[src/rtl/nand_phy_dq_calib.sv]
`default_nettype none
// ============================================================================
// Module      : nand_phy_dq_calib
// Description : Read-capture calibration for the NAND DQ bus. Counts per-bit
//               instability near the clk0 and clk180 edges during a training
//               pattern and selects the safer re-timing edge for each bit.
//               Optional macro NAND_DQ_CALIB_OVERRIDE_EN adds a registered
//               manual override of calib_clk0_sel.
// Revision    : 1.0 - initial release
// ============================================================================
module nand_phy_dq_calib #(
    parameter int DQ_WIDTH      = 8,
    parameter int SETTLE_CYCLES = 4,
    parameter int SAMPLE_CYCLES = 16,
    parameter int CNT_W         = 5,
    parameter int ERR_THRESH    = 2
) (
    input  logic                clk0,
    input  logic                rst0,
    input  logic                calib_start,
    input  logic [DQ_WIDTH-1:0] calib_dq_rise_0,
    input  logic [DQ_WIDTH-1:0] calib_dq_rise_90,
    input  logic [DQ_WIDTH-1:0] calib_dq_rise_180,
    input  logic [DQ_WIDTH-1:0] calib_dq_rise_270,
`ifdef NAND_DQ_CALIB_OVERRIDE_EN
    input  logic                sel_override_en,
    input  logic [DQ_WIDTH-1:0] sel_override,
`endif
    output logic [DQ_WIDTH-1:0] calib_clk0_sel,
    output logic                calib_busy,
    output logic                calib_done,
    output logic [DQ_WIDTH-1:0] calib_fail
);

    // Phase counter must hold the larger of the two reload values.
    localparam int c_PC_MAX = (SETTLE_CYCLES > SAMPLE_CYCLES) ? (SETTLE_CYCLES - 1)
                                                              : (SAMPLE_CYCLES - 1);
    localparam int c_PC_W   = (c_PC_MAX > 0) ? $clog2(c_PC_MAX + 1) : 1;

    localparam logic [c_PC_W-1:0] c_SETTLE_LOAD = c_PC_W'(SETTLE_CYCLES - 1);
    localparam logic [c_PC_W-1:0] c_SAMPLE_LOAD = c_PC_W'(SAMPLE_CYCLES - 1);
    localparam logic [CNT_W-1:0]  c_CNT_MAX     = '1;
    localparam logic [31:0]       c_THRESH      = 32'(ERR_THRESH);

    typedef enum logic [2:0] {
        S_IDLE   = 3'd0,
        S_SETTLE = 3'd1,
        S_SAMPLE = 3'd2,
        S_DECIDE = 3'd3,
        S_DONE   = 3'd4
    } state_t;

    state_t              r_state;
    logic [c_PC_W-1:0]   r_cnt;
    logic                r_busy;
    logic                r_done;
    logic [DQ_WIDTH-1:0] r_fail;
    logic [DQ_WIDTH-1:0] r_sel_cal;
    logic [CNT_W-1:0]    r_err0   [DQ_WIDTH];
    logic [CNT_W-1:0]    r_err180 [DQ_WIDTH];

    logic                w_start_acc;
    logic [DQ_WIDTH-1:0] w_inst0;
    logic [DQ_WIDTH-1:0] w_inst180;
    logic [DQ_WIDTH-1:0] w_fail_dec;
    logic [DQ_WIDTH-1:0] w_sel_dec;
    logic [DQ_WIDTH-1:0] w_sel_cal_next;

    // A start is only honoured when no calibration is in flight.
    assign w_start_acc = calib_start && ((r_state == S_IDLE) || (r_state == S_DONE));

    // Per-bit instability detection and decision from the accumulated counts.
    for (genvar i = 0; i < DQ_WIDTH; i++) begin : g_bit
        assign w_inst0[i]    = (calib_dq_rise_0[i]   != calib_dq_rise_90[i]) ||
                               (calib_dq_rise_0[i]   != calib_dq_rise_270[i]);
        assign w_inst180[i]  = (calib_dq_rise_180[i] != calib_dq_rise_90[i]) ||
                               (calib_dq_rise_180[i] != calib_dq_rise_270[i]);
        assign w_fail_dec[i] = (32'(r_err0[i])   > c_THRESH) &&
                               (32'(r_err180[i]) > c_THRESH);
        // A failing bit keeps whatever edge it had; ties favour clk0.
        assign w_sel_dec[i]  = w_fail_dec[i] ? r_sel_cal[i]
                                             : (r_err0[i] <= r_err180[i]);
    end

    assign w_sel_cal_next = (r_state == S_DECIDE) ? w_sel_dec : r_sel_cal;

    // Calibration sequencer with registered status outputs.
    always_ff @(posedge clk0) begin
        if (rst0) begin
            r_state <= S_IDLE;
            r_cnt   <= '0;
            r_busy  <= 1'b0;
            r_done  <= 1'b0;
            r_fail  <= '0;
        end else begin
            case (r_state)
                S_IDLE, S_DONE: begin
                    if (calib_start) begin
                        r_state <= S_SETTLE;
                        r_cnt   <= c_SETTLE_LOAD;
                        r_busy  <= 1'b1;
                        r_done  <= 1'b0;
                    end
                end
                S_SETTLE: begin
                    if (r_cnt == '0) begin
                        r_state <= S_SAMPLE;
                        r_cnt   <= c_SAMPLE_LOAD;
                    end else begin
                        r_cnt <= r_cnt - 1'b1;
                    end
                end
                S_SAMPLE: begin
                    if (r_cnt == '0) begin
                        r_state <= S_DECIDE;
                    end else begin
                        r_cnt <= r_cnt - 1'b1;
                    end
                end
                S_DECIDE: begin
                    r_fail  <= w_fail_dec;
                    r_busy  <= 1'b0;
                    r_done  <= 1'b1;
                    r_state <= S_DONE;
                end
                default: begin
                    r_state <= S_IDLE;
                    r_busy  <= 1'b0;
                    r_done  <= 1'b0;
                end
            endcase
        end
    end

    // Saturating per-bit error counters, cleared on every accepted start.
    always_ff @(posedge clk0) begin
        if (rst0 || w_start_acc) begin
            for (int i = 0; i < DQ_WIDTH; i++) begin
                r_err0[i]   <= '0;
                r_err180[i] <= '0;
            end
        end else if (r_state == S_SAMPLE) begin
            for (int i = 0; i < DQ_WIDTH; i++) begin
                if (w_inst0[i] && (r_err0[i] != c_CNT_MAX)) begin
                    r_err0[i] <= r_err0[i] + 1'b1;
                end
                if (w_inst180[i] && (r_err180[i] != c_CNT_MAX)) begin
                    r_err180[i] <= r_err180[i] + 1'b1;
                end
            end
        end
    end

    // Calibrated edge selection; only moves on the DECIDE->DONE edge.
    always_ff @(posedge clk0) begin
        if (rst0) begin
            r_sel_cal <= '1;
        end else begin
            r_sel_cal <= w_sel_cal_next;
        end
    end

`ifdef NAND_DQ_CALIB_OVERRIDE_EN
    logic [DQ_WIDTH-1:0] r_sel_out;

    // Output register: manual value while overriding, calibrated value otherwise.
    always_ff @(posedge clk0) begin
        if (rst0) begin
            r_sel_out <= '1;
        end else if (sel_override_en) begin
            r_sel_out <= sel_override;
        end else begin
            r_sel_out <= w_sel_cal_next;
        end
    end

    assign calib_clk0_sel = r_sel_out;
`else
    assign calib_clk0_sel = r_sel_cal;
`endif

    assign calib_busy = r_busy;
    assign calib_done = r_done;
    assign calib_fail = r_fail;

endmodule
`default_nettype wire

[config.mk]
export PLATFORM = sky130hd
export DESIGN_NAME = nand_phy_dq_calib
export DESIGN_NICKNAME = d
export VERILOG_FILES = /design/src/rtl/nand_phy_dq_calib.sv
export SDC_FILE = /design/constraint.sdc
export NUM_CORES = 1
export LEC_CHECK = 0
export CAP_MARGIN = 10
export CORE_AREA = 3 3 120 151
export CTS_BUF_LIST = sky130_fd_sc_hd__clkbuf_8
export DETAILED_ROUTE_END_ITERATION = 8
export DIE_AREA = 0 0 123 154
export GPL_TIMING_DRIVEN = 0
export HOLD_SLACK_MARGIN = 0.08
export PLACE_DENSITY = 0.68
export SKIP_LAST_GASP = 1
export SLEW_MARGIN = 0
export SYNTH_ARGS = -nofsm -noshare
export SYNTH_HDL_FRONTEND = slang
export SYNTH_SLANG_ARGS = --single-unit
[constraint.sdc]
create_clock -name clk0 -period 2.24 [get_ports clk0]
set_clock_uncertainty 0.15 [all_clocks]
set_input_delay 0.448 -clock clk0 [delete_from_list [all_inputs] [get_ports clk0]]
set_output_delay 0.448 -clock clk0 [all_outputs]
set_load 0.05 [all_outputs]
**Word level (Yosys, flattened, before mapping)**

Memory sizes are Yosys's and may differ from the RTL's.
Index checks and enable logic that the tools add are counted.

- Bits in writable memories: 80
- Register bits after elaboration: 25
- Memories: 2
- Bits of input ports: 35

- Bitwise gates (word level): 25
- Multiplexer cells: 94
- $lt $le $gt $ge: 24
- Equal/unequal tests: 56
- Add/sub/neg operators: 17
- Reduce and logical (&&, ||, !) cells: 59

Memory list:

| memory | depth | width | rd ports | clocked after memory_dff | write ports | line | text |
|---|---|---|---|---|---|---|---|
| r_err0 | 8 | 5 | 8 | 0 | 8 | 59 | `logic [CNT_W-1:0] r_err0 [DQ_WIDTH];` |
| r_err180 | 8 | 5 | 8 | 0 | 8 | 60 | `logic [CNT_W-1:0] r_err180 [DQ_WIDTH];` |

Operator list:

| kind | count |
|---|---|
| adder 5 x 1 -> 5 bit, second input constant | 16 |
| > comparator 5 x 2 -> 1 bit, second input constant | 16 |
| 2-to-1 mux 5 bit | 16 |
| inequality test 5 bit, second input constant | 16 |
| 2-to-1 mux 1 bit | 68 |
| <= comparator 5 bit | 8 |
| inequality test 1 bit | 32 |
| logical AND 1 bit | 25 |
| logical OR 1 bit | 18 |
| AND reduction 2 bit | 9 |
| bitwise OR 1 bit | 16 |
| 2-to-1 mux 4 bit | 3 |
| case mux 3 bit (4 select lines) | 1 |
| case mux 4 bit (3 select lines) | 1 |
| 2-to-1 mux 3 bit | 3 |
| NOT 1 bit | 9 |
| inequality test 2 bit, second input constant | 4 |
| equality test 3 x 2 -> 1 bit, second input constant | 2 |
| AND reduction 3 bit | 2 |
| logical NOT 4 bit | 1 |
| OR reduction 2 bit | 2 |
| subtractor 4 x 1 -> 4 bit, second input constant | 1 |
| equality test 3 x 1 -> 1 bit, second input constant | 1 |
| equality test 3 bit, second input constant | 1 |
| other kinds (4) | 4 |

**Depth between registers and ports, before layout**

- Word-level depth: 8
- Gate-level depth with buffers: 6

**Least setup slack after synthesis**

OpenSTA, ideal clock, no wires.

- Kind: reg-to-reg
- From: memory r_err180[6][0] (netlist: r_err180[1][10])
- To: memory r_err180[6][0] (netlist: r_err180[1][10]) (enable)
- Data required time: 1.706 ns
- Arrival: 1.750 ns
- Path buffers: 0
- Slack: -0.044 ns
- Period minus slack after synthesis: 2.284 ns
- Stages on the path, launching flop included: 5
- Path through: edfxtp_1 ha_1 and3_1 ha_1 o41ai_1

RTL lines:

| element | line |
|---|---|
| from (decl) | 60 |

==> flow_summary.toml <==
[sta]
finalCritPeriodShare_pct = 98.8
worstMarginPinSlew_ns = 0.751
fmax_mhz = 452
final_hold_viol_count = 0
setup_viol = 0
relSlewSlack_pct = 49.8
rsz0062_at_grt = "true"
tns_ns = 0
period_needed_ns = 2.21
drv_slew = 0
fin_hold_ws_ns = 0.327

[routing]
route.antenna.remaining_nets = 0
wl_per_cell_um = 14.2
wirelength_um = 14500
vias = 5254
routed_via_density = 5.15
drtIter0Drc = 259
post-route-drc-count = 0
firstDrtPassIters = 4

[place]
hpwl_um = 10500
place_congestion = 0.806
placedCellCount = 962
port_buffers = 51

[yosys]
synth_edf_count = 80
synth_flop_cell = "edfxtp_1"
ys_types = 46
yosys_warnings = 0
synth-seq-area-share_pct = 43.6
syn_area_um2 = 6660
syn_inst = 691
syn-num-nets = 815
async_flop_share_pct = 0
postSynthAreaPerCell_um2 = 9.64
synth-seq-cells = 105

[power]
p_leak_nw = 3.47
ir_drop_v = 0.000398
total_power_mw = 5.83
p_per_area_nw_per_um2 = 698
swShare_pct = 32.2
clkPwrFrac_pct = 22.5
comb_power_share_pct = 31.9
internal_power_mw = 3.95
pwr-share-seq_pct = 45.6
p_switching_mw = 1.88

[setup_path]
critPathMaxFanout = 6
crit_family = "simple AND/OR/NAND/NOR gates"
cp-start-kind = "flop"
critical_path_class = "reg2reg"
slowest_delay_ns = 0.51
cp.required_ns = 2.33
slowest_stage = "or4_4"
worstPathArrival_ns = 2.30
path_cells = "or3b_1 -> buf_6 -> buf_4 -> or4_4 -> or2_4 -> nor2_1"
crit_buf_inv = 2
cp-end-kind = "flop"

[global_routing]
antenna_found_initial = 0
grt_max_degree = 17
grt_pass1_vias = 4996
grt_overflow = 0
grt_util_all_layers_pct = 15.3
grt_first_pass_wirelength_um = 23100

[clock_tree]
cts_tree = "done"
cts_htree_levels = 3
cts-buffers-inserted = 9
clockRootBuffer = "clkbuf_8"
path_clk_slew_ns = 0.10
cts_sinks = 105
clk_latency_ns = 0.37
ctsLongestPathBuffers = 2

[min_path]
holdCritPathClass = "reg2reg"

[flow_run]
cap_viol_max_count = 0

[cells_and_area]
diodes = 0
syn2layout_area_growth_pct = 25.4
fin_util_pct = 49.8
final_cells = 1021
drive_above_1_share_pct = 18.4
fin_nets = 920

[floorplan]
start_util_pct = 39.7
dieArea_um2 = 18900
io_pins = 53
die_x_um = 123
core_area_um2 = 16800
die_h_um = 154
rows = 53

[run_status]
status = "finished clean"
[Yosys cell counts (7+ instances only)]
library cell,count,area [um2]
or4_1,12,90.1
ha_1,89,1110
nor3_1,28,140
a221oi_1,8,70.1
nand2_1,43,161
or2_2,7,43.8
dfxtp_1,25,500
a21oi_1,30,150
xnor2_1,24,210
edfxtp_1,80,2400
nand3_1,31,155
o21ai_0,20,100
nor2_1,99,372
xor2_1,8,70.1
a2111oi_0,7,61.3
and3_1,38,238
nor2b_1,7,43.8
clkbuf_1,12,45.0
o2111ai_1,7,61.3
inv_1,70,263
[registers in the layout, indices dropped and copies added, names as in the netlist]
name	flops
r_err0	40
r_cnt	4
calib_done	1
calib_clk0_sel	8
r_err180	40
r_state	3
calib_fail	8
calib_busy	1
[worst paths after layout]
| check | startpoint | endpoint | slack [ns] | depth (start not counted) |
|---|---|---|---|---|
| worst max-delay path | r_state[0] | r_err180[0][13] | 0.03 | 6 |
| worst min register to register | calib_fail[3] | calib_fail[3] | 0.33 | 2 |
| worst max register to register | r_state[0] | r_err180[0][13] | 0.03 | 6 |
| worst min-delay path | calib_fail[3] | calib_fail[3] | 0.33 | 2 |
[cell type report]
type | instances | area [um2]
clock inverter | 5 | 72.6
inverter | 70 | 263
clock buffer | 11 | 151
sequential | 105 | 2910
buffer | 15 | 101
fill | 1533 | 8420
timing repair buffer | 95 | 875
tap | 220 | 275
multi-input combinational | 500 | 3710
[worst register-to-register path: stages, from the launching register on]
cell and delay, ns:
dfxtp_2 0.34, or3b_1 0.38, buf_6 0.16, buf_4 0.14, or4_4 0.51, or2_4 0.27
nor2_1 0.11
[repair_timing]
| action | CTS | global route |
|---|---|---|
| hold buffers | 0 | 0 |
| pin swaps | 0 | 35 |
| setup endpoints to repair | 166 | 146 |
| cloned | 0 | 1 |
| resized for setup | 26 | 66 |
| endpoints found under the hold margin | 0 | 0 |
| buffers inserted | 23 | 20 |
[cells in the final DEF, fill, tap and decap left out, types with 28 or more instances in the layout]
cell type / instances
and3_1: 36
a21oi_1: 30
ha_1: 75
edfxtp_1: 80
buf_4: 41
nand3_1: 31
clkdlybuf4s50_1: 51
nor3_1: 28
nor2_1: 75
inv_1: 72
nand2_1: 39
[per-layer routing]
metal / share of wire [%] / up-vias / GRT usage [%] / wire length, um
met5: 0 / - / 0 / 0
met4: 2.0 / 0 / 6.28 / 285
met3: 3.5 / 20 / 2.28 / 511
met2: 52 / 70 / 27.5 / 7560
met1: 42 / 2486 / 18.0 / 6120
li1: - / 2678 / - / -
[power groups by stage]
stage               sequential (mW)  clock, mW  combinational [mW]
floorplan                      2.70          0                1.12
global placement               2.73          0                1.52
detailed placement             2.74          0                1.56
CTS                            2.66       1.34                1.74
global route                   2.70       1.39                2.11
finish                         2.66       1.31                1.86
[through the flow]
| step | instance area (um2) | setup WS (ns) |
|---|---|---|
| 4_1_cts | 7970 | -0.0158 |
| 5_1_grt | 8350 | -0.0458 |
| 6_report | 8350 | 0.0277 |
| 3_3_place_gp | 7470 | -1.38 |
| 2_1_floorplan | 6690 | 0.00676 |
| 3_5_place_dp | 7470 | -1.40 |
[kinds of logic (layout without fill, tap and decap cells)]
group | count (synthesis) | count (layout) | share of synthesized area (%)
and+or+nand+nor | 284 | 284 | 20.9
buffers and inverters | 86 | 196 | 5.00
muxes | 4 | 4 | 0.620
adders and majority gates | 89 | 89 | 16.7
xor gates and xnor gates | 32 | 32 | 4.21
DFF | 105 | 105 | 43.6
AOI/OAI and AO/OA | 91 | 91 | 9.01
(Power assumes the default switching activity.)
